`config.mk`:
```
export PLATFORM = sky130hd
export DESIGN_NAME = axi_cfg_sequencer
export DESIGN_NICKNAME = d
export VERILOG_FILES = /design/src/rtl/axi_cfg_sequencer.sv
export SDC_FILE = /design/constraint.sdc
export NUM_CORES = 1
export LEC_CHECK = 0
export ABC_AREA = 1
export BUFFER_PORTS_ARGS = -buffer_cell sky130_fd_sc_hd__clkbuf_2
export CAP_MARGIN = 20
export CORE_UTILIZATION = 52
export CTS_CLUSTER_SIZE = 14
export DETAILED_ROUTE_END_ITERATION = 16
export HOLD_SLACK_MARGIN = 0.1
export MAX_ROUTING_LAYER = met4
export PLACE_DENSITY = 0.76
export REMOVE_ABC_BUFFERS = 1
export SLEW_MARGIN = 10
export SYNTH_ARGS = -nofsm -noshare
export SYNTH_HDL_FRONTEND = slang
export SYNTH_SLANG_ARGS = --single-unit
```
`constraint.sdc`:
```
create_clock -name clk_i -period 9.4 [get_ports clk_i]
set_input_delay 0.94 -clock clk_i [delete_from_list [all_inputs] [get_ports clk_i]]
set_output_delay 0.94 -clock clk_i [all_outputs]
set_load 0.1 [all_outputs]
```
`src/rtl/axi_cfg_sequencer.sv`:
```
// AXI4 single-beat configuration master: queues WRITE/READ/POLL commands and
// replays them one at a time against the fabric, with sticky error handling.
module axi_cfg_sequencer #(
    parameter int unsigned ADDR_WIDTH = 64,
    parameter int unsigned DATA_WIDTH = 64,
    parameter int unsigned ID_WIDTH   = 4,
    parameter int unsigned AXI_ID     = 0,
    parameter int unsigned FIFO_DEPTH = 4,
    parameter int unsigned POLL_LIMIT = 1024
) (
    input  logic                      clk_i,
    input  logic                      rst_i,
    // command queue
    input  logic                      cmd_valid_i,
    output logic                      cmd_ready_o,
    input  logic [1:0]                cmd_op_i,
    input  logic [ADDR_WIDTH-1:0]     cmd_addr_i,
    input  logic [DATA_WIDTH-1:0]     cmd_data_i,
    input  logic [DATA_WIDTH-1:0]     cmd_mask_i,
    // AXI AW
    output logic                      aw_valid_o,
    input  logic                      aw_ready_i,
    output logic [ADDR_WIDTH-1:0]     aw_addr_o,
    output logic [ID_WIDTH-1:0]       aw_id_o,
    output logic [2:0]                aw_size_o,
    // AXI W
    output logic                      w_valid_o,
    input  logic                      w_ready_i,
    output logic [DATA_WIDTH-1:0]     w_data_o,
    output logic [DATA_WIDTH/8-1:0]   w_strb_o,
    output logic                      w_last_o,
    // AXI B
    input  logic                      b_valid_i,
    output logic                      b_ready_o,
    input  logic [1:0]                b_resp_i,
    // AXI AR
    output logic                      ar_valid_o,
    input  logic                      ar_ready_i,
    output logic [ADDR_WIDTH-1:0]     ar_addr_o,
    output logic [ID_WIDTH-1:0]       ar_id_o,
    output logic [2:0]                ar_size_o,
    // AXI R
    input  logic                      r_valid_i,
    output logic                      r_ready_o,
    input  logic [DATA_WIDTH-1:0]     r_data_i,
    input  logic [1:0]                r_resp_i,
    input  logic                      r_last_i,
    // status
    output logic [DATA_WIDTH-1:0]     rd_data_o,
    output logic                      done_o,
    output logic                      busy_o,
    output logic                      err_o,
    input  logic                      err_clr_i
);

    localparam int unsigned STRB_WIDTH = DATA_WIDTH / 8;
    localparam int unsigned PTR_WIDTH  = $clog2(FIFO_DEPTH);
    localparam int unsigned PTR_W1     = PTR_WIDTH + 1;
    localparam int unsigned CNT_WIDTH  = $clog2(POLL_LIMIT + 1);

    localparam logic [1:0] OP_WRITE  = 2'd0;
    localparam logic [1:0] OP_READ   = 2'd1;
    localparam logic [1:0] OP_POLL   = 2'd2;
    localparam logic [1:0] RESP_OKAY = 2'b00;

    localparam logic [CNT_WIDTH-1:0] LAST_ATTEMPT = CNT_WIDTH'(POLL_LIMIT - 1);

    typedef enum logic [2:0] {
        ST_IDLE,
        ST_WR,
        ST_WR_B,
        ST_RD_AR,
        ST_RD_R,
        ST_ERR
    } state_e;

    // command queue storage; pointers carry a wrap bit for full/empty
    logic [1:0]            fifo_op   [FIFO_DEPTH];
    logic [ADDR_WIDTH-1:0] fifo_addr [FIFO_DEPTH];
    logic [DATA_WIDTH-1:0] fifo_data [FIFO_DEPTH];
    logic [DATA_WIDTH-1:0] fifo_mask [FIFO_DEPTH];

    logic [PTR_W1-1:0]     wr_ptr_q, rd_ptr_q;
    logic [PTR_WIDTH-1:0]  wr_idx, rd_idx;
    logic                  fifo_empty, fifo_full;
    logic                  push, pop_c, flush;

    state_e                state_q, state_d;
    logic                  aw_valid_q, aw_valid_d;
    logic                  w_valid_q, w_valid_d;
    logic                  b_ready_q, b_ready_d;
    logic                  ar_valid_q, ar_valid_d;
    logic                  r_ready_q, r_ready_d;
    logic                  err_q, err_d;
    logic [DATA_WIDTH-1:0] rd_data_q, rd_data_d;
    logic [ADDR_WIDTH-1:0] addr_q, addr_d;
    logic [DATA_WIDTH-1:0] data_q, data_d;
    logic [DATA_WIDTH-1:0] mask_q, mask_d;
    logic                  poll_q, poll_d;
    logic [CNT_WIDTH-1:0]  attempt_q, attempt_d;
    logic                  done_c;
    logic                  poll_hit_c;
    logic                  unused_r_last;

    assign wr_idx     = wr_ptr_q[PTR_WIDTH-1:0];
    assign rd_idx     = rd_ptr_q[PTR_WIDTH-1:0];
    assign fifo_empty = (wr_ptr_q == rd_ptr_q);
    assign fifo_full  = (wr_ptr_q[PTR_WIDTH] != rd_ptr_q[PTR_WIDTH]) && (wr_idx == rd_idx);
    assign flush      = (state_q == ST_ERR);

    assign cmd_ready_o = !rst_i && !fifo_full && !err_q;
    assign push        = cmd_valid_i && cmd_ready_o;

    always_ff @(posedge clk_i) begin
        if (rst_i || flush) begin
            wr_ptr_q <= '0;
            rd_ptr_q <= '0;
        end else begin
            if (push)  wr_ptr_q <= wr_ptr_q + PTR_W1'(1);
            if (pop_c) rd_ptr_q <= rd_ptr_q + PTR_W1'(1);
        end
    end

    always_ff @(posedge clk_i) begin
        if (push) begin
            fifo_op[wr_idx]   <= cmd_op_i;
            fifo_addr[wr_idx] <= cmd_addr_i;
            fifo_data[wr_idx] <= cmd_data_i;
            fifo_mask[wr_idx] <= cmd_mask_i;
        end
    end

    assign poll_hit_c = ((r_data_i & mask_q) == (data_q & mask_q));

    // next-state and next-output logic
    always_comb begin
        state_d    = state_q;
        aw_valid_d = aw_valid_q;
        w_valid_d  = w_valid_q;
        b_ready_d  = b_ready_q;
        ar_valid_d = ar_valid_q;
        r_ready_d  = r_ready_q;
        err_d      = err_q;
        rd_data_d  = rd_data_q;
        addr_d     = addr_q;
        data_d     = data_q;
        mask_d     = mask_q;
        poll_d     = poll_q;
        attempt_d  = attempt_q;
        pop_c      = 1'b0;
        done_c     = 1'b0;

        case (state_q)
            ST_IDLE: begin
                if (!fifo_empty) begin
                    pop_c     = 1'b1;
                    addr_d    = fifo_addr[rd_idx];
                    data_d    = fifo_data[rd_idx];
                    mask_d    = fifo_mask[rd_idx];
                    poll_d    = (fifo_op[rd_idx] == OP_POLL);
                    attempt_d = '0;
                    case (fifo_op[rd_idx])
                        OP_WRITE: begin
                            state_d    = ST_WR;
                            aw_valid_d = 1'b1;
                            w_valid_d  = 1'b1;
                        end
                        OP_READ, OP_POLL: begin
                            state_d    = ST_RD_AR;
                            ar_valid_d = 1'b1;
                        end
                        default: begin
                            state_d = ST_ERR;
                            err_d   = 1'b1;
                        end
                    endcase
                end
            end
            ST_WR: begin
                if (aw_ready_i) aw_valid_d = 1'b0;
                if (w_ready_i)  w_valid_d  = 1'b0;
                if (!aw_valid_d && !w_valid_d) begin
                    state_d   = ST_WR_B;
                    b_ready_d = 1'b1;
                end
            end
            ST_WR_B: begin
                if (b_valid_i) begin
                    b_ready_d = 1'b0;
                    if (b_resp_i == RESP_OKAY) begin
                        done_c  = 1'b1;
                        state_d = ST_IDLE;
                    end else begin
                        err_d   = 1'b1;
                        state_d = ST_ERR;
                    end
                end
            end
            ST_RD_AR: begin
                if (ar_ready_i) begin
                    ar_valid_d = 1'b0;
                    r_ready_d  = 1'b1;
                    state_d    = ST_RD_R;
                end
            end
            ST_RD_R: begin
                if (r_valid_i) begin
                    r_ready_d = 1'b0;
                    rd_data_d = r_data_i;
                    if (r_resp_i != RESP_OKAY) begin
                        err_d   = 1'b1;
                        state_d = ST_ERR;
                    end else if (!poll_q || poll_hit_c) begin
                        done_c  = 1'b1;
                        state_d = ST_IDLE;
                    end else if (attempt_q == LAST_ATTEMPT) begin
                        err_d   = 1'b1;
                        state_d = ST_ERR;
                    end else begin
                        attempt_d  = attempt_q + CNT_WIDTH'(1);
                        ar_valid_d = 1'b1;
                        state_d    = ST_RD_AR;
                    end
                end
            end
            ST_ERR: begin
                if (err_clr_i) begin
                    err_d   = 1'b0;
                    state_d = ST_IDLE;
                end
            end
            default: state_d = ST_IDLE;
        endcase
    end

    always_ff @(posedge clk_i) begin
        if (rst_i) begin
            state_q    <= ST_IDLE;
            aw_valid_q <= 1'b0;
            w_valid_q  <= 1'b0;
            b_ready_q  <= 1'b0;
            ar_valid_q <= 1'b0;
            r_ready_q  <= 1'b0;
            err_q      <= 1'b0;
            rd_data_q  <= '0;
            addr_q     <= '0;
            data_q     <= '0;
            mask_q     <= '0;
            poll_q     <= 1'b0;
            attempt_q  <= '0;
        end else begin
            state_q    <= state_d;
            aw_valid_q <= aw_valid_d;
            w_valid_q  <= w_valid_d;
            b_ready_q  <= b_ready_d;
            ar_valid_q <= ar_valid_d;
            r_ready_q  <= r_ready_d;
            err_q      <= err_d;
            rd_data_q  <= rd_data_d;
            addr_q     <= addr_d;
            data_q     <= data_d;
            mask_q     <= mask_d;
            poll_q     <= poll_d;
            attempt_q  <= attempt_d;
        end
    end

    // single-beat, full-width transfers only
    assign aw_valid_o = aw_valid_q;
    assign aw_addr_o  = addr_q;
    assign aw_id_o    = ID_WIDTH'(AXI_ID);
    assign aw_size_o  = 3'($clog2(STRB_WIDTH));
    assign w_valid_o  = w_valid_q;
    assign w_data_o   = data_q;
    assign w_strb_o   = '1;
    assign w_last_o   = 1'b1;
    assign b_ready_o  = b_ready_q;
    assign ar_valid_o = ar_valid_q;
    assign ar_addr_o  = addr_q;
    assign ar_id_o    = ID_WIDTH'(AXI_ID);
    assign ar_size_o  = 3'($clog2(STRB_WIDTH));
    assign r_ready_o  = r_ready_q;

    assign rd_data_o  = rd_data_q;
    assign done_o     = done_c;
    assign busy_o     = !fifo_empty || (state_q != ST_IDLE);
    assign err_o      = err_q;

    assign unused_r_last = r_last_i;

endmodule

```
==> impl_metrics.py <==
metrics = {
    "job": {
        "maxCapViolCount": 0,
    },
    "setup_path": {
        "cp-startpoint": "state_q[0]",
        "critPathSlowestCell": "nor2_4",
        "path_buf_inv": 5,
        "start_kind": "flop",
        "crit_chain": "nor2_2, inv_2, nor2_8, inv_2, o21ai_2, a21oi_4, inv_2, nor2_4, inv_4, o22ai_1, clkbuf_2",
        "cp_max_fo": 31,
        "worstSetupPathType": "flop to primary output",
        "required_ns": 8.46,
        "critPathTopFamily": "buffers and inverters",
        "critPathMostFrequentCell": "inv_2",
        "slowest_delay_ns": 0.81,
        "reg2reg_from": "rd_ptr_q[1]",
        "critPathArrivalTime_ns": 3.94,
        "crit_path_end_kind": "primary output",
    },
    "clocking": {
        "clock_latency_ns": 0.67,
        "cts_buffer_depth": 3,
        "cts_sinks": 1061,
        "cts_resized": 0,
        "clockRootBuffer": "clkbuf_16",
        "postCtsHoldBufs": 0,
        "numCtsBuffers": 104,
        "htree_levels": 3,
        "path_clk_slew_ns": 0.06,
        "cts_tree": "built",
        "postCtsSetupBuffers": 0,
    },
    "synth": {
        "yosysTopAreaCell": "edfxtp_1",
        "yosysSeqAreaShare": 0.704,
        "yosys-top-cells-area": "edfxtp_1 (57%), dfxtp_1 (14%), nor2_1 (11%)",
        "syn-cell-area_mm2": 0.0412,
        "synth-compound-area-share": 0.106,
        "synth-edff-count": 776,
        "avgSynthCellArea_um2": 11.3,
        "async_flop_share": 0,
        "synthTopCellsByCount": "nor2_1 (1243), edfxtp_1 (776), o21ai_0 (397)",
        "synth_fa_ha_area_frac": 0.00273,
        "yosysWarningCount": 0,
        "muxShareOfSynthArea": 0,
        "synth_cell_types": 46,
        "synthFlopType": "edfxtp_1",
        "synth_top_family_by_area": "simple AND/OR/NAND/NOR gates",
        "yosysMostFrequentCell": "nor2_1",
        "synth_xor_area_frac": 0.00128,
        "synth-seq-cells": 1061,
        "syn-instance-count": 3643,
        "synthSimpleGateAreaFrac": 0.139,
        "synth_top_area_share": 0.565,
    },
    "sta": {
        "setup_tns_ns": 0,
        "setup_viol": 0,
        "drv_slew": 0,
        "tightest_slew_ns": 1.09,
        "hold_viol_final": 0,
        "max_freq_mhz": 205,
        "fin_crit_sh": 0.519,
        "slew_headroom": 0.269,
        "fin_crit_ns": 4.88,
        "finalClockSkew_ns": 0.0435,
        "rsz0062_at_grt": "no",
        "holdWs_ns": 0.450,
    },
    "global_route": {
        "grt_pass1_wl_um": 148000,
        "grt_pass1_vias": 27206,
        "grt_max_degree": 189,
        "antenna_found_initial": 17,
        "grt_overflow": 0,
        "grt_use_total": 0.244,
    },
    "min_path": {
        "min-delay-start": "attempt_q[10]",
        "min_path_type": "flop to flop",
    },
    "drt": {
        "drtPass1Iterations": 5,
        "routed_wl_um": 97000,
        "dr_total_vias": 28363,
        "wl_per_cell_um": 18.7,
        "routed_via_density": 5.47,
        "initialDrtViolationCount": 2136,
        "postRouteAntennaNets": 0,
        "drc": 0,
    },
    "placed_design": {
        "portBuffers": 535,
        "detailed_place_hpwl_um": 55800,
        "place_area_mm2": 0.0439,
        "gp_congestion": 0.818,
    },
    "floorplanning": {
        "die_w_um": 284,
        "start_util": 0.528,
        "rows": 102,
        "ios": 560,
        "dieArea_mm2": 0.0804,
        "design.core.area_mm2": 0.0780,
        "die_h_um": 284,
    },
    "finish": {
        "layout.nets": 4316,
        "drive_above_1_share": 0.183,
        "finish.utilization": 0.609,
        "finalInstanceArea_mm2": 0.0475,
        "syn_to_final_growth_pct": 15.2,
    },
    "power": {
        "worst_ir_drop_vdd_uv": 418,
        "power_mw": 16.3,
        "total_leakage_power_nw": 17.8,
        "p_per_area_mw_per_mm2": 343,
    },
    "outcome": {
        "status": "complete, no violations",
    },
}
## registers in the layout (all words and copies together) (netlist names), named ones only
name	cells
ar_addr_o	64
ar_valid_o	1
attempt_q	11
aw_valid_o	1
b_ready_o	1
err_o	1
fifo_addr	256
fifo_data	256
fifo_mask	256
fifo_op	8
mask_q	64
poll_q	1
r_ready_o	1
rd_data_o	64
rd_ptr_q	3
state_q	3
w_data_o	64
w_valid_o	1
wr_ptr_q	3
## report_power, final
group          total, mW  internal [mW]  switching (mW)  leakage (nW)
registers           5.93           5.57           0.362          9.38
logic               6.20           1.21            4.99          6.76
clock network       4.15           2.42            1.73          1.70
## routing by layer
layer  track usage  vias to the layer above  routed length, um
met5             -                        -                  0
met4        0.0857                        0               2600
met3        0.0529                      165               7520
met2         0.407                     1002              48200
met1         0.291                    13716              38600
li1              -                    13480                  -
## placed cells by master, fill, tap and decap left out, drive strengths merged, types with 2 or more instances in the layout
cell type / n
a32oi: 2
nand3b: 10
a211oi: 2
inv: 70
bufinv: 6
edfxtp: 776
clkinvlp: 3
o32ai: 192
a21boi: 3
diode: 17
xor2: 2
o21a: 3
dfxtp: 285
o21ai: 476
clkbuf: 699
buf: 32
nor3: 11
xnor2: 4
ha: 9
conb: 23
a21oi: 33
nor2: 1251
nand4: 2
nand2: 182
o2111ai: 2
nand3: 20
clkinv: 23
## through the flow
step                std cells  setup slack, ns
detailed placement       4969             5.05
finish                   5184             4.52
global route             5184             4.35
global placement         4969             5.10
CTS                      5167             4.51
floorplan                3362            -7.21
## logic make-up (layout without fill, tap and decap cells)
logic type,after synthesis,after routing
buf+inv,370,833
fa+ha+maj,9,9
other cells,2,40
xor+xnor,6,6
flops,1061,1061
simple gates,1479,1479
compound gates,716,716
## worst paths after layout
path	end	slack [ns]	cells past startpoint
setup / recovery	done_o	4.52	11
hold reg to reg	attempt_q[10]	0.45	2
hold / removal	attempt_q[10]	0.45	2
setup reg to reg	fifo_addr[3][3]	5.58	8
## final cells by class
class / count / area (um2)
Timing Repair Buffer: 567 / 2940
Antenna cell: 17 / 42.5
Tap cell: 1040 / 1300
Multi-Input combinational cell: 2233 / 10400
Clock buffer: 164 / 3070
Fill cell: 6025 / 30500
Clock inverter: 34 / 429
Inverter: 68 / 280
Sequential cell: 1061 / 29000
## tightest hold or removal path: stages, from the launching register on
cell     delay [ns]
dfxtp_1        0.31
nand2_1        0.06
nor2_1         0.03
(Power assumes the default switching activity.)
